### src/rtl/dlbf_master_ram_reader.sv
// Replays a host-preloaded RAM as an AXI4-Stream master: niter packets of block_len beats.
// Read latency and backpressure are absorbed by a credit-controlled first-word-fall-through FIFO.
module dlbf_master_ram_reader #(
  parameter int TDATA_WIDTH      = 64,
  parameter int TKEEP_WIDTH      = 8,
  parameter int ADDR_WIDTH       = 16,
  parameter int RAM_READ_LATENCY = 4,
  parameter int FIFO_DEPTH       = 8
) (
  input  logic                   m_axis_clk,
  input  logic                   master_rst_n,
  input  logic                   start,
  input  logic [11:0]            niter,
  input  logic [15:0]            block_len,
  output logic                   ram_en,
  output logic [ADDR_WIDTH-1:0]  ram_addr,
  input  logic [TDATA_WIDTH-1:0] ram_dout,
  output logic                   m_axis_tvalid,
  output logic [TDATA_WIDTH-1:0] m_axis_tdata,
  output logic [TKEEP_WIDTH-1:0] m_axis_tkeep,
  output logic                   m_axis_tlast,
  input  logic                   m_axis_tready,
  output logic                   txdone,
  output logic [3:0]             current_state_wire,
  output logic [15:0]            txram_counter_wire
);
  localparam int PW = $clog2(FIFO_DEPTH);
  localparam logic [3:0] S_IDLE  = 4'h1;
  localparam logic [3:0] S_RUN   = 4'h2;
  localparam logic [3:0] S_DRAIN = 4'h4;
  localparam logic [3:0] S_DONE  = 4'h8;
  localparam logic [PW:0] ONE    = 1;

  logic [1:0]                  r_rst_sync;
  logic                        w_rst_n;
  logic [3:0]                  r_state;
  logic [11:0]                 r_niter;
  logic [15:0]                 r_block_len;
  logic [ADDR_WIDTH-1:0]       r_addr;
  logic [11:0]                 r_issue_iter;
  logic                        r_ram_en;
  logic [ADDR_WIDTH-1:0]       r_ram_addr;
  logic                        r_ram_last;
  logic [RAM_READ_LATENCY-1:0] r_tag_vld;
  logic [RAM_READ_LATENCY-1:0] r_tag_last;
  logic [PW:0]                 r_inflight;
  logic [TDATA_WIDTH:0]        r_fifo_mem [FIFO_DEPTH];
  logic [PW:0]                 r_wr_ptr;
  logic [PW:0]                 r_rd_ptr;
  logic [15:0]                 r_txcnt;

  logic [PW:0]          w_fifo_count;
  logic [PW+1:0]        w_occ;
  logic                 w_empty;
  logic                 w_full;
  logic                 w_issue;
  logic                 w_issue_last;
  logic                 w_start_ok;
  logic                 w_push;
  logic                 w_pop;
  logic [TDATA_WIDTH:0] w_head;

  // Reset asserts asynchronously but releases on a clock edge.
  always_ff @(posedge m_axis_clk or negedge master_rst_n) begin
    if (!master_rst_n) r_rst_sync <= 2'b00;
    else               r_rst_sync <= {r_rst_sync[0], 1'b1};
  end
  assign w_rst_n = r_rst_sync[1];

  assign w_fifo_count = r_wr_ptr - r_rd_ptr;
  assign w_empty      = (w_fifo_count == '0);
  assign w_full       = (w_fifo_count == (PW+1)'(FIFO_DEPTH));
  // Credit counts FIFO entries plus every read not yet returned, so a push can never find the FIFO full.
  assign w_occ        = {1'b0, w_fifo_count} + {1'b0, r_inflight};
  assign w_issue      = (r_state == S_RUN) && (w_occ < (PW+2)'(FIFO_DEPTH));
  assign w_issue_last = (r_addr == ADDR_WIDTH'(r_block_len - 16'd1));
  assign w_start_ok   = start && ((r_state == S_IDLE) || (r_state == S_DONE)) &&
                        (niter != 12'd0) && (block_len != 16'd0);
  assign w_push       = r_tag_vld[RAM_READ_LATENCY-1];
  assign w_pop        = !w_empty && m_axis_tready;
  assign w_head       = r_fifo_mem[r_rd_ptr[PW-1:0]];

  always_ff @(posedge m_axis_clk or negedge w_rst_n) begin
    if (!w_rst_n) begin
      r_state      <= S_IDLE;
      r_niter      <= '0;
      r_block_len  <= '0;
      r_addr       <= '0;
      r_issue_iter <= '0;
    end else if (w_start_ok) begin
      r_state      <= S_RUN;
      r_niter      <= niter;
      r_block_len  <= block_len;
      r_addr       <= '0;
      r_issue_iter <= '0;
    end else begin
      case (r_state)
        S_RUN: begin
          if (w_issue) begin
            if (w_issue_last) begin
              r_addr       <= '0;
              r_issue_iter <= r_issue_iter + 12'd1;
              if (r_issue_iter + 12'd1 == r_niter) r_state <= S_DRAIN;
            end else begin
              r_addr <= r_addr + ADDR_WIDTH'(1);
            end
          end
        end
        S_DRAIN: if (r_inflight == '0 && w_empty) r_state <= S_DONE;
        default: ;
      endcase
    end
  end

  // Issue stage: registered RAM request plus its tag pipeline aligned to the RAM latency.
  always_ff @(posedge m_axis_clk or negedge w_rst_n) begin
    if (!w_rst_n) begin
      r_ram_en   <= 1'b0;
      r_ram_addr <= '0;
      r_ram_last <= 1'b0;
      r_tag_vld  <= '0;
      r_tag_last <= '0;
    end else begin
      r_ram_en   <= w_issue;
      r_ram_last <= w_issue && w_issue_last;
      if (w_issue) r_ram_addr <= r_addr;
      r_tag_vld[0]  <= r_ram_en;
      r_tag_last[0] <= r_ram_last;
      for (int i = 1; i < RAM_READ_LATENCY; i++) begin
        r_tag_vld[i]  <= r_tag_vld[i-1];
        r_tag_last[i] <= r_tag_last[i-1];
      end
    end
  end

  always_ff @(posedge m_axis_clk or negedge w_rst_n) begin
    if (!w_rst_n) begin
      r_inflight <= '0;
      r_wr_ptr   <= '0;
      r_rd_ptr   <= '0;
      r_txcnt    <= '0;
    end else begin
      case ({w_issue, w_push})
        2'b10:   r_inflight <= r_inflight + ONE;
        2'b01:   r_inflight <= r_inflight - ONE;
        default: ;
      endcase
      if (w_push) r_wr_ptr <= r_wr_ptr + ONE;
      if (w_pop)  r_rd_ptr <= r_rd_ptr + ONE;
      if (w_start_ok) r_txcnt <= '0;
      else if (w_pop) r_txcnt <= r_txcnt + 16'd1;
    end
  end

  always_ff @(posedge m_axis_clk) begin
    if (w_push) r_fifo_mem[r_wr_ptr[PW-1:0]] <= {r_tag_last[RAM_READ_LATENCY-1], ram_dout};
  end

  a_no_overflow: assert property (@(posedge m_axis_clk) disable iff (!w_rst_n) !(w_push && w_full));

  assign ram_en             = r_ram_en;
  assign ram_addr           = r_ram_addr;
  assign m_axis_tvalid      = !w_empty;
  assign m_axis_tdata       = w_empty ? '0 : w_head[TDATA_WIDTH-1:0];
  assign m_axis_tlast       = !w_empty && w_head[TDATA_WIDTH];
  assign m_axis_tkeep       = '1;
  assign txdone             = (r_state == S_DONE);
  assign current_state_wire = r_state;
  assign txram_counter_wire = r_txcnt;
endmodule

### config.mk
export PLATFORM = sky130hd
export DESIGN_NAME = dlbf_master_ram_reader
export DESIGN_NICKNAME = d
export VERILOG_FILES = /design/src/rtl/dlbf_master_ram_reader.sv
export SDC_FILE = /design/constraint.sdc
export NUM_CORES = 1
export LEC_CHECK = 0
export BUFFER_PORTS_ARGS = -buffer_cell sky130_fd_sc_hd__clkbuf_2
export CORE_UTILIZATION = 54
export DETAILED_ROUTE_END_ITERATION = 16
export GPL_TIMING_DRIVEN = 0
export PLACE_DENSITY = 0.86
export SETUP_SLACK_MARGIN = 0.1
export SLEW_MARGIN = 20
export SYNTH_ARGS = -nofsm -noshare
export SYNTH_HDL_FRONTEND = slang
export SYNTH_SLANG_ARGS = --single-unit
### constraint.sdc
create_clock -name m_axis_clk -period 4.2 [get_ports m_axis_clk]
set_clock_uncertainty 0.2 [all_clocks]
set_input_delay 0.63 -clock m_axis_clk [delete_from_list [all_inputs] [get_ports m_axis_clk]]
set_output_delay 0.63 -clock m_axis_clk [all_outputs]
set_load 0.03 [all_outputs]
==> results.ini <==
[finish]
areaGrowthSynthToFinish_pct = 22.7
drive_gt1_share_pct = 30.2
final_cell_area_um2 = 31800
post-route-util_pct = 67.7
final_nets = 2040
final_cells = 2596

[logic_synthesis]
synthFlopType = edfxtp_1
yosysWarningCount = 0
syn_area_um2 = 25900
yosysSeqAreaShare_pct = 71.4
ys_ff_latch = 636
async_flop_share_pct = 18.2
avgSynthCellArea_um2 = 16.2
syn_inst = 1603
yosysUniqueCellTypes = 73
synth-edff-count = 520

[floorplanning]
core_area_um2 = 47000
num_rows = 79
die_height_um = 221
dieArea_um2 = 48900
num_io_pins = 208
die_w_um = 221
start_util_pct = 55.2

[global_route]
grt_start_max_net_pins = 52
antenna_found_initial = 8
gr-total-overflow = 0
grt_pass1_vias = 16700
grt_use_total_pct = 28.7
grt_pass1_wl_um = 103000

[route]
wl_met2_um = 35600
drt-met1-wl_um = 24800
viasPerCell = 6.28
vias = 16300
wl_per_cell_um = 26.7
wl_met3_um = 5660
firstDrtPassIters = 5
drc_errors = 0
dr.max_layer_used = met5
postRouteAntennaNets = 0
drt-total-wl_um = 69400
drt_iter0_drc = 1797

[clocking]
clockBufferDepth = 3
cts_root_buf = clkbuf_16
clock-sinks = 636
cts_made_buffers = 66
cts_tree = yes
ctsHtreeMaxLevel = 3
clkTransAtPathRegs_ps = 60
clk-insertion-delay-late_ps = 610

[placement]
hpwl_um = 41100
routabilityCongestion = 0.852
numPortBuffers = 199
dpl_cell_area_um2 = 28500
dp_cells = 2449

[sta]
report.final.slew_viol_count = 0
final.period_utilization_pct = 96.6
min_period_ps = 4060
hold_viol = 0
fin_hold_ws_ps = 9.94
rsz0062_at_grt = yes
max_freq_ghz = 0.246
slew_headroom_pct = 30.4
tightestPinTransition_ps = 1030
setup_viol = 0

[setup_path]
slowest_stage = dfrtp_2
worstSetupPathType = reg -> out
crit_arrival_ps = 3230
cp_slowest_stage_delay_ps = 410
crit_required_ps = 3370
end_kind = output pin
reg2reg_depth = 15
crit_fanout = 7
cp_cell_sequence = inv_2 -> ha_4 -> inv_1 -> fa_2 -> xor2_1 -> or3b_4 -> nor3_4 -> buf_8 -> buf_12 -> clkbuf_16 -> a21oi_2 -> clkbuf_8
rr_startpoint = r_rd_ptr[1]$_DFFE_PN0P_
reg2reg_setup_slack_ps = 310
r2r_end = r_addr[15]$_DFFE_PN0P_
critPathLaunchType = flop

[pwr]
seq_power_share_pct = 32.3
finalPower_mw = 25.4
ir_drop_uv = 638
power_density_nw_per_um2 = 797
leakage_nw = 11.6
p_int_mw = 15.6
clkPwrFrac_pct = 22.9
swShare_pct = 38.4
power_frac_comb_pct = 44.8
p_sw_mw = 9.74

[flow_run]
max-cap-violations = 0

[worst_hold_path]
holdCritPathClass = reg -> async

[run_status]
status = completed

## placed cells by master (no fill, tap or decap), drive strengths merged, types with 19 or more instances in the layout
master    n
o21ai    22
nand2   300
mux4    130
nor3     19
buf      88
nor2     48
xor2     42
nand3    27
clkinv   30
dfrtp   115
clkbuf  325
xnor2    30
a21oi    89
edfxtp  520
## cell usage after synthesis (7+ instances only)
| master | n | area [um^2] |
|---|---|---|
| edfxtp_1 | 520 | 15600 |
| nand2_1 | 299 | 1120 |
| mux4_2 | 130 | 2930 |
| dfrtp_1 | 115 | 2880 |
| a21oi_1 | 89 | 445 |
| clkbuf_1 | 57 | 214 |
| nor2_1 | 48 | 180 |
| xor2_1 | 42 | 368 |
| xnor2_1 | 30 | 263 |
| nand3_1 | 27 | 135 |
| o21ai_0 | 19 | 95.1 |
| nand4_1 | 18 | 113 |
| nor3_1 | 18 | 90.1 |
| buf_1 | 16 | 60.1 |
| ha_1 | 15 | 188 |
| inv_1 | 14 | 52.6 |
| nor4_1 | 14 | 87.6 |
| or3_1 | 11 | 68.8 |
| and3_1 | 9 | 56.3 |
| buf_4 | 8 | 60.1 |
| a21o_1 | 7 | 52.6 |
## repair_timing
item                                   CTS  global route
cloned                                   3             2
buffers inserted                        12             5
setup endpoints to repair              125            86
pin swaps                                5             7
endpoints found under the hold margin    2             0
resized for setup                      214            58
hold buffers                             1             0
## per-stage QoR
| step | worst slack [ps] | TNS [ps] |
|---|---|---|
| final | 143 | 0 |
| after global routing | 85.8 | 0 |
| after CTS | -10.9 | -30.9 |
| after detailed placement | -1550 | -105260 |
| after global placement | -2460 | -1345140 |
| after floorplan | 78.9 | 0 |
## worst max-delay path by stage
stage,from,end,slack (ps),cells past startpoint
after CTS,r_rd_ptr[1]$_DFFE_PN0P_,m_axis_tdata[63],-10,11
final,r_wr_ptr[0]$_DFFE_PN0P_,m_axis_tdata[21],140,12
after global routing,r_wr_ptr[0]$_DFFE_PN0P_,m_axis_tdata[21],90,12
after global placement,r_tag_vld[3]$_DFF_PN0_,r_fifo_mem[7][12]$_DFFE_PP_,-2460,2
after detailed placement,r_rd_ptr[2]$_DFFE_PN0P_,m_axis_tdata[61],-1550,11
after floorplan,r_tag_vld[3]$_DFF_PN0_,r_fifo_mem[7][0]$_DFFE_PP_,80,2
## final cells by class
type,count,area [um^2]
multi-input combinational,874,7480
clock buffer,80,1750
buffer,81,508
timing repair buffer,254,2340
clock inverter,40,369
inverter,15,63.8
tap,607,759
fill,2880,15100
antenna,9,22.5
sequential,636,18500
## flip-flops by register name, summed over array words and instances (netlist names), 12 cells and up
register and cells:
r_addr 16, r_block_len 16, r_fifo_mem 520, r_issue_iter 12, r_niter 12, ram_addr 16, txram_counter_wire 16
## worst max-delay path, delay by kind of cell (launching register included)
| kind | cells | cell delay (ps) |
|---|---|---|
| AO/OA/AOI/OAI | 1 | 50 |
| AND/OR/NAND/NOR | 2 | 690 |
| adder cells (fa/ha/maj) | 2 | 480 |
| buffers and inverters | 6 | 820 |
| flip-flops | 1 | 410 |
| XOR/XNOR | 1 | 160 |
## logic make-up after synthesis
logic type,count (synthesis),synth area share [%]
other,1,0.0145
DFF,636,71.4
buffers and inverters,101,1.63
and+or+nand+nor,494,8.80
AOI/OAI and AO/OA,147,3.32
adders and majority gates,16,0.801
xor gates and xnor gates,73,2.52
muxes,135,11.5
## layer usage
layer | global-route usage (%) | vias to the layer above
li1 | - | 6776
met1 | 34.9 | 8275
met2 | 49.0 | 1021
met3 | 5.88 | 223
met4 | 14.4 | 4
met5 | 0 | -
## power groups by stage
stage | clock, mW | sequential, mW | combinational (mW)
detailed placement | 0 | 8.26 | 8.99
finish | 5.80 | 8.19 | 11.4
CTS | 5.82 | 8.15 | 10.9
floorplan | 0 | 8.25 | 6.06
global route | 6.06 | 8.24 | 11.9
global placement | 0 | 8.29 | 8.51
(Power assumes the default switching activity.)
